==> src/rtl/mux_operand_bank.sv <==
// ---------------------------------------------------------------------------
// mux_operand_bank
//
// Small register bank that feeds the two operands (a, b) of the processor's
// 2:1 operand multiplexer. Both read ports are registered so the mux sees
// stable operands for a full cycle. The single write port forwards its data
// straight to a read port that addresses the same register in the same cycle,
// so a freshly produced value reaches the mux without a stall.
//
// Ports:
//   clk        - single clock, all state updates on its rising edge
//   rst_n      - synchronous active-low reset; clears the bank and outputs
//   wr_en      - write request for this cycle
//   wr_addr    - register written when wr_en=1
//   wr_data    - data written when wr_en=1
//   rd_en      - read request; captures both operands this cycle
//   rd_addr_a  - register feeding operand a
//   rd_addr_b  - register feeding operand b
//   out_a      - registered operand a
//   out_b      - registered operand b
//   out_valid  - high for exactly the cycle after an accepted read
// ---------------------------------------------------------------------------
module mux_operand_bank #(
    parameter int DATA_W = 8,
    parameter int N_REGS = 4,
    parameter int ADDR_W = 2
) (
    input  logic              clk,
    input  logic              rst_n,
    input  logic              wr_en,
    input  logic [ADDR_W-1:0] wr_addr,
    input  logic [DATA_W-1:0] wr_data,
    input  logic              rd_en,
    input  logic [ADDR_W-1:0] rd_addr_a,
    input  logic [ADDR_W-1:0] rd_addr_b,
    output logic [DATA_W-1:0] out_a,
    output logic [DATA_W-1:0] out_b,
    output logic              out_valid
);

    // Register array held as plain flops.
    logic [DATA_W-1:0] regs [N_REGS];

    // Read-port values after bypass selection.
    logic [DATA_W-1:0] rd_val_a;
    logic [DATA_W-1:0] rd_val_b;

    // Bypass: a same-cycle write to the addressed register wins over the
    // stored value, independently for each port.
    always_comb begin
        // NOTE: every output of a combinational block gets a default first,
        // so no path through the block leaves it unassigned (no latch).
        rd_val_a = regs[rd_addr_a];
        rd_val_b = regs[rd_addr_b];
        if (wr_en && (wr_addr == rd_addr_a)) begin
            rd_val_a = wr_data;
        end
        if (wr_en && (wr_addr == rd_addr_b)) begin
            rd_val_b = wr_data;
        end
    end

    // Register bank write port.
    always_ff @(posedge clk) begin
        if (!rst_n) begin
            // NOTE: the bank is functional state that must read back as zero
            // after reset, so it is cleared here rather than left to power-up.
            for (int i = 0; i < N_REGS; i++) begin
                regs[i] <= '0;
            end
        end else if (wr_en) begin
            // NOTE: non-blocking assignment, so the bypass logic above still
            // sees the old contents during this edge's evaluation.
            regs[wr_addr] <= wr_data;
        end
    end

    // Registered read ports. Operands hold when no read is requested; the
    // valid flag is a one-cycle pulse per accepted read.
    always_ff @(posedge clk) begin
        if (!rst_n) begin
            out_a     <= '0;
            out_b     <= '0;
            out_valid <= 1'b0;
        end else begin
            out_valid <= rd_en;
            if (rd_en) begin
                out_a <= rd_val_a;
                out_b <= rd_val_b;
            end
        end
    end

endmodule

==> config.mk <==
export PLATFORM = sky130hd
export DESIGN_NAME = mux_operand_bank
export DESIGN_NICKNAME = d
export VERILOG_FILES = /design/src/rtl/mux_operand_bank.sv
export SDC_FILE = /design/constraint.sdc
export NUM_CORES = 1
export LEC_CHECK = 0
export ABC_AREA = 1
export CAP_MARGIN = 10
export CORE_ASPECT_RATIO = 0.75
export CORE_MARGIN = 1.5
export CORE_UTILIZATION = 57
export CTS_BUF_LIST = sky130_fd_sc_hd__clkbuf_8
export DETAILED_ROUTE_END_ITERATION = 12
export GPL_TIMING_DRIVEN = 0
export MAX_ROUTING_LAYER = met4
export PLACE_DENSITY = 0.8
export SLEW_MARGIN = 40
export SYNTH_ARGS = -nofsm -noshare
export SYNTH_HDL_FRONTEND = slang
export SYNTH_SLANG_ARGS = --single-unit
==> constraint.sdc <==
create_clock -name clk -period 2.1 [get_ports clk]
set_input_delay 0.21 -clock clk [delete_from_list [all_inputs] [get_ports clk]]
set_output_delay 0.21 -clock clk [all_outputs]
set_load 0.02 [all_outputs]
==> impl_summary.md, run 1 <==
Status
The run finished with clean final reports.

Detailed routing
The sum of routed wire length over all layers is 6500 um. In this run, the number of DRC markers left after iteration 0 of detailed routing was 283. The via count of the routed design is ~2500. In the final routed layout, each cell accounts on average for about 15 um. For this run, design rule violations remaining after detail routing come to 0. The count of TritonRoute iterations in the first routing pass is 6. The count of antenna-violating nets left after detailed routing is 0. Using the TritonRoute via totals, the vias-per-cell ratio works out to 5.75.

Critical path
The sort of element at the start of the critical path is an input pin. The critical path is of the input pin to flop type. The worst setup slack for register-to-register paths is 1.01 ns. At the worst endpoint, the required time is 2.07 ns. The worst setup path is captured at a flop. The endpoint arrival time on the critical path is 1.76 ns. The largest driver fanout on the critical path is 9.

Logic synthesis
A synthesized cell averages 7.69 sq um. The number of synthesized register bits is between 40 and 50. Of the post-synthesis cell area, the dominant cell type holds 37.0%.

The synthesized instance count is 338. The net count of the mapped netlist is approximately 360. The distinct cell type count after synthesis is 21. Sorting the synthesized cells by area gives the leading types as edfxtp_1 37%, nor2_1 14%, dfxtp_1 13%, nand2_1 6.8%, nand3_1 6.4%.

The count of synthesis-stage warnings from yosys is 0. After synthesis the cells add up to 0.00260 sq mm. The share of the Yosys chip area taken by registers is about 50%.

The largest area contributor in the netlist is edfxtp_1.

GRT
The first global-routing pass estimated 10600 um of wire. The layer flagged by global routing as most heavily used is met2. Global routing finished with a remaining overflow of 0. The number of antenna violations at the first check in global routing was 0. Global routing used under 10% of the available met3 tracks.

Entering global routing, the biggest net connects 15 pins. Global routing consumed, on the met1 layer, 38.4% of the routing resources. Across every metal layer, demand over resource in global routing totals 29.6%.

For this run, global-route usage on met2 was measured as 48.6%. The number of global-route vias before repair came to 2318.

Floorplan
The x dimension of the die is 81.0 um. The floorplan step defined a die boundary enclosing 0.00498 sq mm. The core footprint is 0.00441 sq mm. The I/O pin count is 35. The site row count is 21. The die span in y is 61.5 um.

The initial standard-cell utilization of the core is 58.9%.

Worst hold path
The tightest min-delay check is of the input pin to flop type.

Clock tree
The clock passes through at most 2 buffers. The number of hold buffers added after CTS was 0. The later-pin clock latency in the skew report is 0.31 ns.

The number of setup buffers added after CTS is 0. In this run, CTS created clock tree buffers numbering 5. Clock tree synthesis found a total of 49 sinks. The H-tree depth reported by CTS is 2. The library cell used as clock root buffer is clkbuf_8.

Clock-pin slew was measured on the worst setup and hold paths at 0.09 ns. TritonCTS built the clock tree. The number of cells upsized or downsized after cts is 0.

Layout
The number of antenna repair diodes is 0. The proportion of layout cells with a drive suffix above 1 is about 7.4%. The library cell used most frequently in the layout, excluding fill and tap cells, is nor2_1. The finished cells cover 0.00308 sq mm. The filler cells instantiated in the layout total around 380. Leaving out fill and tap cells, the most frequent cells in the layout are 99 x nor2_1, 47 x nand2_1, 33 x inv_1, 33 x nand3_1. At the end of the flow, the number of nets in the layout was 393. The layout overhead on the synthesized area is 18.6%. Cells fill between 60% and 70% of the core in the end.

STA
Across all setup checks in the final design, the least slack found is between 0.3 and 0.4 ns. The number of endpoints failing setup at the final stage is 0. The worst-case clock skew is about 0.0077 ns. The total count of max-transition violations in the final report was 0. The final hold violation count was 0. The slew at the pin closest to its max-slew limit is around 0.74 ns. The remaining max-slew budget at the tightest pin is 50.5%. The smallest clock period supported by the final layout is computed as 1.79 ns. For the final routed database, the setup TNS stands at 0 ns. The upper clock frequency limit is roughly 560 MHz. Setup repair after global routing left no endpoint under its margin. The period utilization is 85.1%.

Placement
The minimum setup slack after placement is -0.00264 ns. The area after detailed placement is 0.00298 sq mm. Routability-driven placement finished with a final weighted congestion of 0.895.

Detailed placement finished with a half-perimeter wire length of 4800 um. Buffers placed on the I/O ports in this run total 30.

Power
Power comes to 0.00223 W. Across the VDD grid, the largest voltage drop is 0.000441 V. Power spread over the standard cell area amounts to between 700 and 800 mW/mm^2. The total leakage power is 1.35 nW.

Flow run
The tool flagged a number of max-cap violations equal to 0.
[cell type report]
| type | instances | area, sq um | share of cell area (%) |
|---|---|---|---|
| flip-flops and latches | 49 | 1300 | 42.2 |
| multi-input cells | 239 | 1090 | 35.4 |
| repair buffers | 30 | 300 | 9.74 |
| inverters | 36 | 135 | 4.38 |
| plain buffers | 14 | 77.6 | 2.52 |
| well taps | 57 | 71.3 | 2.31 |
| clock buffers | 5 | 68.8 | 2.23 |
| clock inverters | 3 | 37.5 | 1.22 |
[worst paths after layout]
| path | from | end | depth (start not counted) |
|---|---|---|---|
| worst max-delay path | wr_en | regs[1][2] | 5 |
| worst max register to register | regs[2][5] | out_a[5] | 6 |
| worst min-delay path | rst_n | out_valid | 3 |
| worst min register to register | out_a[2] | out_a[2] | 4 |
[cells by family (layout without fill, tap and decap cells)]
group,after synthesis,count (layout),synth area share [%]
buffers and inverters,50,88,8.18
DFF,49,49,50.0
and+or+nand+nor,189,189,31.4
AOI/OAI and AO/OA,50,50,10.4
[power breakdown]
group / total [W] / internal [W] / switching (W)
Combinational: 0.000424 / 0.000161 / 0.000263
Sequential: 0.00115 / 0.00111 / 0.0000398
Clock: 0.000662 / 0.000347 / 0.000315
[stage by stage]
stage	hold slack, ns	cells
floorplan	0.435	338
global placement	0.459	425
detailed placement	0.475	425
CTS	0.162	433
global route	0.184	433
finish	0.156	433
[metal layers]
metal,routed length (um),up-vias
met4,111,0
met3,637,19
met1,2790,1149
met5,0,-
met2,2960,137
li1,-,1183
[critical path, cell delays in order]
cell and delay, ns:
clkdlybuf4s50_1 0.58, nand3_2 0.18, inv_1 0.14, nand2_1 0.24
nand2_1 0.39
[state kept, by name, indices dropped and copies added (netlist names)]
register	cells
regs	32
out_b	8
out_valid	1
out_a	8
[cells in the mapped netlist]
master,number
a21oi_1,2
buf_2,5
buf_4,1
buf_6,2
clkbuf_1,6
dfxtp_1,17
edfxtp_1,32
inv_1,32
inv_2,4
nand2_1,47
nand2_2,1
nand2_4,2
nand3_1,33
nand3_2,1
nand3_4,2
nor2_1,99
nor2_2,2
nor2_4,1
nor3_1,1
o21ai_0,32
o22ai_1,16
(Power assumes the default switching activity.)
==> run 2, diff against run 1 <==
- SLEW_MARGIN: 40 -> unset
==> run 2 against run 1 <==
Critical path type unchanged. Global-route usage about the same. Register-to-register slack about the same. Fmax up 1.8%. Worst hold slack worse by 0.0059 ns. Wire length down 0.48%. Design area unchanged. Via count down 0.88%. Sequential power about the same. Power up 0.15%. Clock-buffer cell count unchanged. Setup slack better by 0.032 ns.
==> impl_summary.md, run 2 (same netlist as run 1, synthesis figures left out) <==
Critical path
The worst reg2reg path endpoint is out_a[0]. The largest driver fanout on the critical path is 9 (unchanged). The capturing instance or port of the critical path is regs[2][3].

The most critical setup path has its startpoint at wr_en. In this run the critical register-to-register path is launched from regs[2][0]. STA classifies the critical path startpoint as an input pin. The worst path required time is 2.08 ns (about the same).

The length in cells of the worst reg-to-reg path is 6 (unchanged). The slowest stage of the critical path is the clkdlybuf4s50_1 cell. The worst setup slack for register-to-register paths is 1.01 ns (about the same).

The count of buffer and inverter cells on the critical path is 1 (-1). The worst setup path is of the input pin to flop kind. The endpoint arrival time on the critical path is 1.73 ns (-0.03 ns).

On the critical path the largest part of the delay comes from simple AND/OR/NAND/NOR gates. The instance count on the critical path is 5 (unchanged). Traced cell by cell, the critical path runs through clkdlybuf4s50_1 -> nand2_4 -> nor2_4 -> nand2_1 -> nand2_1. The nature of the critical path endpoint is a flop.

The cell with the most instances on the worst path is nand2_1. The longest individual stage delay on the worst path is 0.57 ns (about the same).

Layout
The flip-flop count of the largest register, all copies and words added is 32 (unchanged). The layout net count is 394 (+0.25%). The number of antenna repair diodes came to 0 (unchanged).

The library cells used most frequently in the layout, excluding fill and tap cells, are 99 x nor2_1, 47 x nand2_1, 33 x inv_1, 33 x nand3_1. In the final layout, the registers with the most flip-flops are regs x32, out_a x8, out_b x8. The layout overhead on the synthesized area came to 18.6% (unchanged). The design area is 0.00308 sq mm (unchanged).

The register with the most flip-flops is regs. The commonest non-fill, non-tap cell in the layout is nor2_1. The proportion of layout cells with a drive suffix above 1 is 7.43% (-0.020 points).

Placement
The total half-perimeter wirelength after legalization and detailed placement came to 4800 um (+0.11%). The area after detailed placement came to 0.00297 sq mm (-0.17%). The weighted congestion reported at the end of routability-driven placement is 0.895 (unchanged).

The port buffer count is 30 (unchanged).

STA
The slew at the pin closest to its max-slew limit is 0.484 ns (-0.254 ns). The shortest clock period the worst path allows after layout came to 1.75 ns (-0.0319 ns). The worst-case clock skew is 0.00735 ns (-0.000398 ns).

The upper clock frequency limit is 570 MHz (+1.8%). The remaining max-slew budget at the tightest pin is 67.7% (+17 points). The number of endpoints failing setup at the final stage is 0 (unchanged). The total count of max-transition violations in the final report is 0 (unchanged). The summed negative setup slack over all endpoints came to 0 ns (unchanged). Setup repair after global routing left no endpoint under its margin. The period utilization was 83.6% (-1.5 points). The final hold violation count is 0 (unchanged).

Detailed routing
The count of routing violations after the opening detailed-route iteration is 236 (-17%). The count of antenna-violating nets left after detailed routing was 0 (unchanged). The via count of the routed design is 2466 (-0.88%). The sum of routed wire length over all layers is 6470 um (-0.48%). The average vias per placed instance is 5.68 (-1.1%). The count of TritonRoute iterations in the first routing pass is 5 (-1). The mean routed wirelength per cell is 14.9 um (-0.71%).

The detailed-route DRC error count is 0 (unchanged).

Clock tree
The clock tree from TritonCTS is built. The number of buffers inserted by post-CTS setup repair came to 0 (unchanged). The number of hold-repair buffers added at the cts stage is 0 (unchanged).

The number of cells upsized or downsized after cts is 0 (unchanged). The library cell used as clock root buffer is clkbuf_8. The number of clock sinks came to 49 (unchanged). The CTS buffer count is 5 (unchanged). The largest buffer count on any clock path is 2 (unchanged). The H-tree depth reported by CTS is 2 (unchanged).

The later-pin clock latency in the skew report was 0.31 ns (about the same). The clock edge transition at the registers on the reported setup and hold paths is 0.09 ns (about the same).

GRT
The number of global-route vias before repair is 2296 (-0.95%). The maximum number of pins on one net before global-route repair is 15 (unchanged). The global routing usage summed across all routing layers came to 29.6% (about the same). The global-route wire length before repair is 10500 um (-0.91%). The number of antenna violations at the first check in global routing is 0 (unchanged). The remaining global-route overflow was 0 (unchanged).

Flow run
The number of max-cap violations was 0 (unchanged).

Floorplan
The core footprint is 0.00441 sq mm (unchanged). The initial standard-cell utilization of the core is 58.9% (unchanged). The die footprint is 0.00498 sq mm (unchanged). The I/O pin count came to 35 (unchanged).

The site row count is 21 (unchanged). The x dimension of the die is 81.0 um (unchanged). The die span in y is 61.5 um (unchanged).

Power
The total leakage power is 1.35 nW (+0.18%). The cell area power density is 725 mW/mm^2 (+0.15%). The maximum resistive drop on vdd came to 0.000474 V (+7.5%).

Status
The run finished with clean final reports.

Worst hold path
The min-delay analysis places its worst path in the category input pin to flop.
==> run 2: worst min path at each step <==
| stage | from | to | cells after the start |
|---|---|---|---|
| after detailed placement | rst_n | out_valid | 3 |
| after global placement | rst_n | out_valid | 3 |
| final | rst_n | out_valid | 3 |
| after floorplan | rst_n | out_valid | 3 |
| after global routing | rst_n | out_valid | 3 |
| after CTS | rst_n | out_valid | 3 |
==> run 2: per-stage QoR <==
stage / instances / utilization, % / power (W) / hold slack [ns] / setup WS [ns]
2_1_floorplan: 338 / - / 0.00142 / 0.435 / 0.555
3_3_place_gp: 425 / 67.3 / 0.00157 / 0.459 / -0.162
3_5_place_dp: 425 / 67.3 / 0.00158 / 0.474 / -0.236
4_1_cts: 433 / 69.7 / 0.00222 / 0.156 / 0.0936
5_1_grt: 434 / 69.8 / 0.00231 / 0.183 / 0.248
6_report: 434 / 69.8 / 0.00224 / 0.150 / 0.345
==> run 2: tightest hold or removal path, cell delays in order <==
cell and delay (ns):
buf_6 0.11, nand2_1 0.06, inv_1 0.05
==> run 2: power by group <==
part	switching [W]	internal, W	leakage (nW)
clock	0.000319	0.000347	0.0570
combinational	0.000260	0.000162	0.842
sequential	0.0000413	0.00111	0.453
==> run 2: area by class of cell <==
class / count / area (sq um)
Fill cell: 388 / 1330
Sequential cell: 49 / 1300
Multi-Input combinational cell: 239 / 1090
Timing Repair Buffer: 31 / 305
Inverter: 36 / 135
Buffer: 14 / 77.6
Tap cell: 57 / 71.3
Clock buffer: 5 / 68.8
Clock inverter: 3 / 37.5
==> run 2: layer usage <==
metal	vias up	wire (um)	global-route usage (%)	part of all wire [%]
li1	1187	-	-	-
met1	1149	2900	38.0	45
met2	116	2930	47.9	45
met3	14	516	5.19	8.0
met4	0	119	10.1	1.8
met5	-	0	-	0
==> run 3, diff against run 2 <==
- CORE_UTILIZATION: 57 -> 51
- PLACE_DENSITY: 0.8 -> 0.76
- clock period: 2.1 -> 1.48 ns (I/O delays scaled with it)
==> run 3 against run 2 <==
Cell count increased by 0.92%. The run now ends with design-rule violations left. Critical endpoint is now regs[1][3]. Power rose by 38%. Largest cell class unchanged. Clock power rose by 25%.
==> impl_summary.md, run 3 (same netlist as run 1, synthesis figures left out) <==
STA
Setup repair after global routing could not meet its margin everywhere. The worst-case clock skew is 0.00980 ns (+0.00245 ns). The slew at the pin closest to its max-slew limit was 0.522 ns (+0.0380 ns). The total count of max-transition violations in the final report is 0 (unchanged). The upper clock frequency limit is 683 MHz. The remaining max-slew budget at the tightest pin is 65.1% (-2.7 points). The worst hold slack across all endpoints is 0.130 ns (-0.0198 ns). The shortest clock period the worst path allows after layout is roughly 1.5 ns. The period utilization is roughly 99%.

The final hold violation count came to 0 (unchanged). The number of endpoints failing setup at the final stage is 0 (unchanged). The final worst setup slack is 0.0158 ns (-0.329 ns).

Layout
The design area came to 0.00314 sq mm (+1.8%). The number of standard cells in the final layout excluding fillers is 438 (+0.92%). The flip-flop count of the largest register, all copies and words added is 32 (unchanged).

The register area is 0.00130 sq mm (unchanged). The number of fill cells in the layout is 450 (+16%). The proportion of layout cells with a drive suffix above 1 came to 9.52% (+2.1 points). The layout net count is 395 (+0.25%).

In the layout the commonest cells are 99 x nor2_1, 43 x nand2_1, 33 x inv_1, 33 x nand3_1. The area occupied by multi-input gates is 0.00114 sq mm (+5.3%). The area growth from synthesis to layout is 20.7%. In the final layout, the registers with the most flip-flops are regs x32, out_a x8, out_b x8. The commonest non-fill, non-tap cell in the layout is nor2_1.

regs holds more flip-flops than any other register. The number of antenna repair diodes is 0 (unchanged).

Critical path
The count of buffer and inverter cells on the critical path is 3 (+2). The cell with the most instances on the worst path is inv_1. The sort of element at the start of the critical path is an input pin. The longest individual stage delay on the worst path came to 0.43 ns (-0.14 ns). Among all stages on the critical path, the largest delay is contributed by clkdlybuf4s50_1. The critical path goes through clkdlybuf4s50_1 -> inv_1 -> nand3_4 -> inv_1 -> nand2_1 -> nand2_4. The largest driver fanout on the critical path is 9 (unchanged). The nature of the critical path endpoint is a flop.

The endpoint arrival time on the critical path is 1.48 ns (-0.25 ns). The worst path required time is 1.50 ns (-0.58 ns). The worst setup path is of the input pin to flop kind.

Broken down by cell family, the worst path's largest delay share belongs to buffers and inverters.

Power
The total leakage power is 1.36 nW (+0.91%). The cell area power density came to 982 mW/mm^2 (+35%). The maximum resistive drop on vdd is 0.000531 V (+12%).

Detailed routing
The sum of routed wire length over all layers is 6660 um (+2.9%). The average vias per placed instance is 5.81 (+2.3%). The via count of the routed design is 2545 (+3.2%). The mean routed wirelength per cell is 15.2 um (+2.0%). The detailed-route DRC error count was 3 (+3). The count of routing violations after the opening detailed-route iteration is 238 (+0.85%). The count of TritonRoute iterations in the first routing pass is 9 (+4). The count of antenna-violating nets left after detailed routing is 0 (unchanged).

Clock tree
The H-tree depth reported by CTS is 2 (unchanged). In this run the clock root is driven by a clkbuf_8. The CTS buffer count came to 5 (unchanged). The clock tree from TritonCTS is built. The later-pin clock latency in the skew report was 0.31 ns (about the same). The clock edge transition at the registers on the reported setup and hold paths is 0.09 ns (about the same). The number of clock sinks is 49 (unchanged). The number of hold-repair buffers added at the cts stage is 0 (unchanged). The largest buffer count on any clock path came to 2 (unchanged).

GRT
The number of global-route vias before repair is 2372 (+3.3%). The remaining global-route overflow is 0 (unchanged). The number of antenna violations at the first check in global routing came to 0 (unchanged). The maximum number of pins on one net before global-route repair is 16 (+1). The global routing usage summed across all routing layers came to 26.9% (-2.7 points). The global-route wire length before repair is 11100 um (+5.5%).

Status
The final reports fail on design-rule violations. The run finished, with violations left.

Placement
The total half-perimeter wirelength after legalization and detailed placement is 4890 um (+1.9%). The minimum setup slack after placement was -0.552 ns (-0.316 ns). The port buffer count is 30 (unchanged). The area after detailed placement is 0.00298 sq mm (+0.29%). The weighted congestion reported at the end of routability-driven placement is 0.884 (-1.2%). The cell count after placement was 428 (+0.71%).

Floorplan
The core footprint was 0.00490 sq mm (+11%). The die footprint is 0.00554 sq mm (+11%). The I/O pin count came to 35 (unchanged). The initial standard-cell utilization of the core was 53.1% (-5.8 points).

The site row count is 22 (+4.8%). The x dimension of the die is 85.4 um (+5.5%). The die span in y is 64.8 um (+5.4%).

Worst hold path
The tightest min-delay check is of the input pin to flop type.

Flow run
The number of max-cap violations came to 0 (unchanged).
==> run 3: path summary, 6_finish.rpt <==
check	start	end	slack, ns	cells past startpoint
worst max-delay path	wr_addr[1]	regs[1][3]	0.02	6
worst min-delay path	rst_n	out_valid	0.13	3
worst max register to register	regs[1][4]	out_b[4]	0.36	6
worst min register to register	out_a[7]	out_a[7]	0.56	4
==> run 3: per-stage QoR <==
step / total power [W] / utilization (%) / setup TNS [ns]
floorplan: 0.00202 / - / 0
global placement: 0.00223 / 60.8 / -20.99
detailed placement: 0.00224 / 60.8 / -24.98
CTS: 0.00307 / 63.5 / 0
global route: 0.00324 / 64.0 / -0.927
finish: 0.00308 / 64.0 / 0
==> run 3: timing repair <==
action	CTS	global route
pin swaps	0	2
hold endpoints to repair	0	0
resized for setup	13	2
setup endpoints to repair	47	18
buffers inserted	0	2
==> run 3: worst min-delay path, delay by kind of cell <==
kind | cells | cell delay, ns
buf+inv | 2 | 0.17
simple gates | 1 | 0.08
==> run 3: power by group <==
group          switching, W  internal [W]  leakage (nW)
Sequential        0.0000568       0.00157         0.453
Combinational      0.000381      0.000238         0.863
Clock              0.000462      0.000374        0.0486
==> run 3: routing by layer <==
layer  part of all wire, %  track usage, %  vias up
met5                     0               -        -
met4                   2.8            9.68        0
met3                   9.3            5.73       21
met2                    45            40.7      142
met1                    43            36.0     1198
li1                      -               -     1184
==> run 3: area by class of cell <==
class                           count  area share (%)
Buffer                             14            2.47
Clock buffer                        6            2.63
Clock inverter                      2           0.359
Inverter                           36            4.31
Multi-Input combinational cell    239            36.4
Sequential cell                    49            41.5
Tap cell                           60            2.39
Timing Repair Buffer               32            9.93
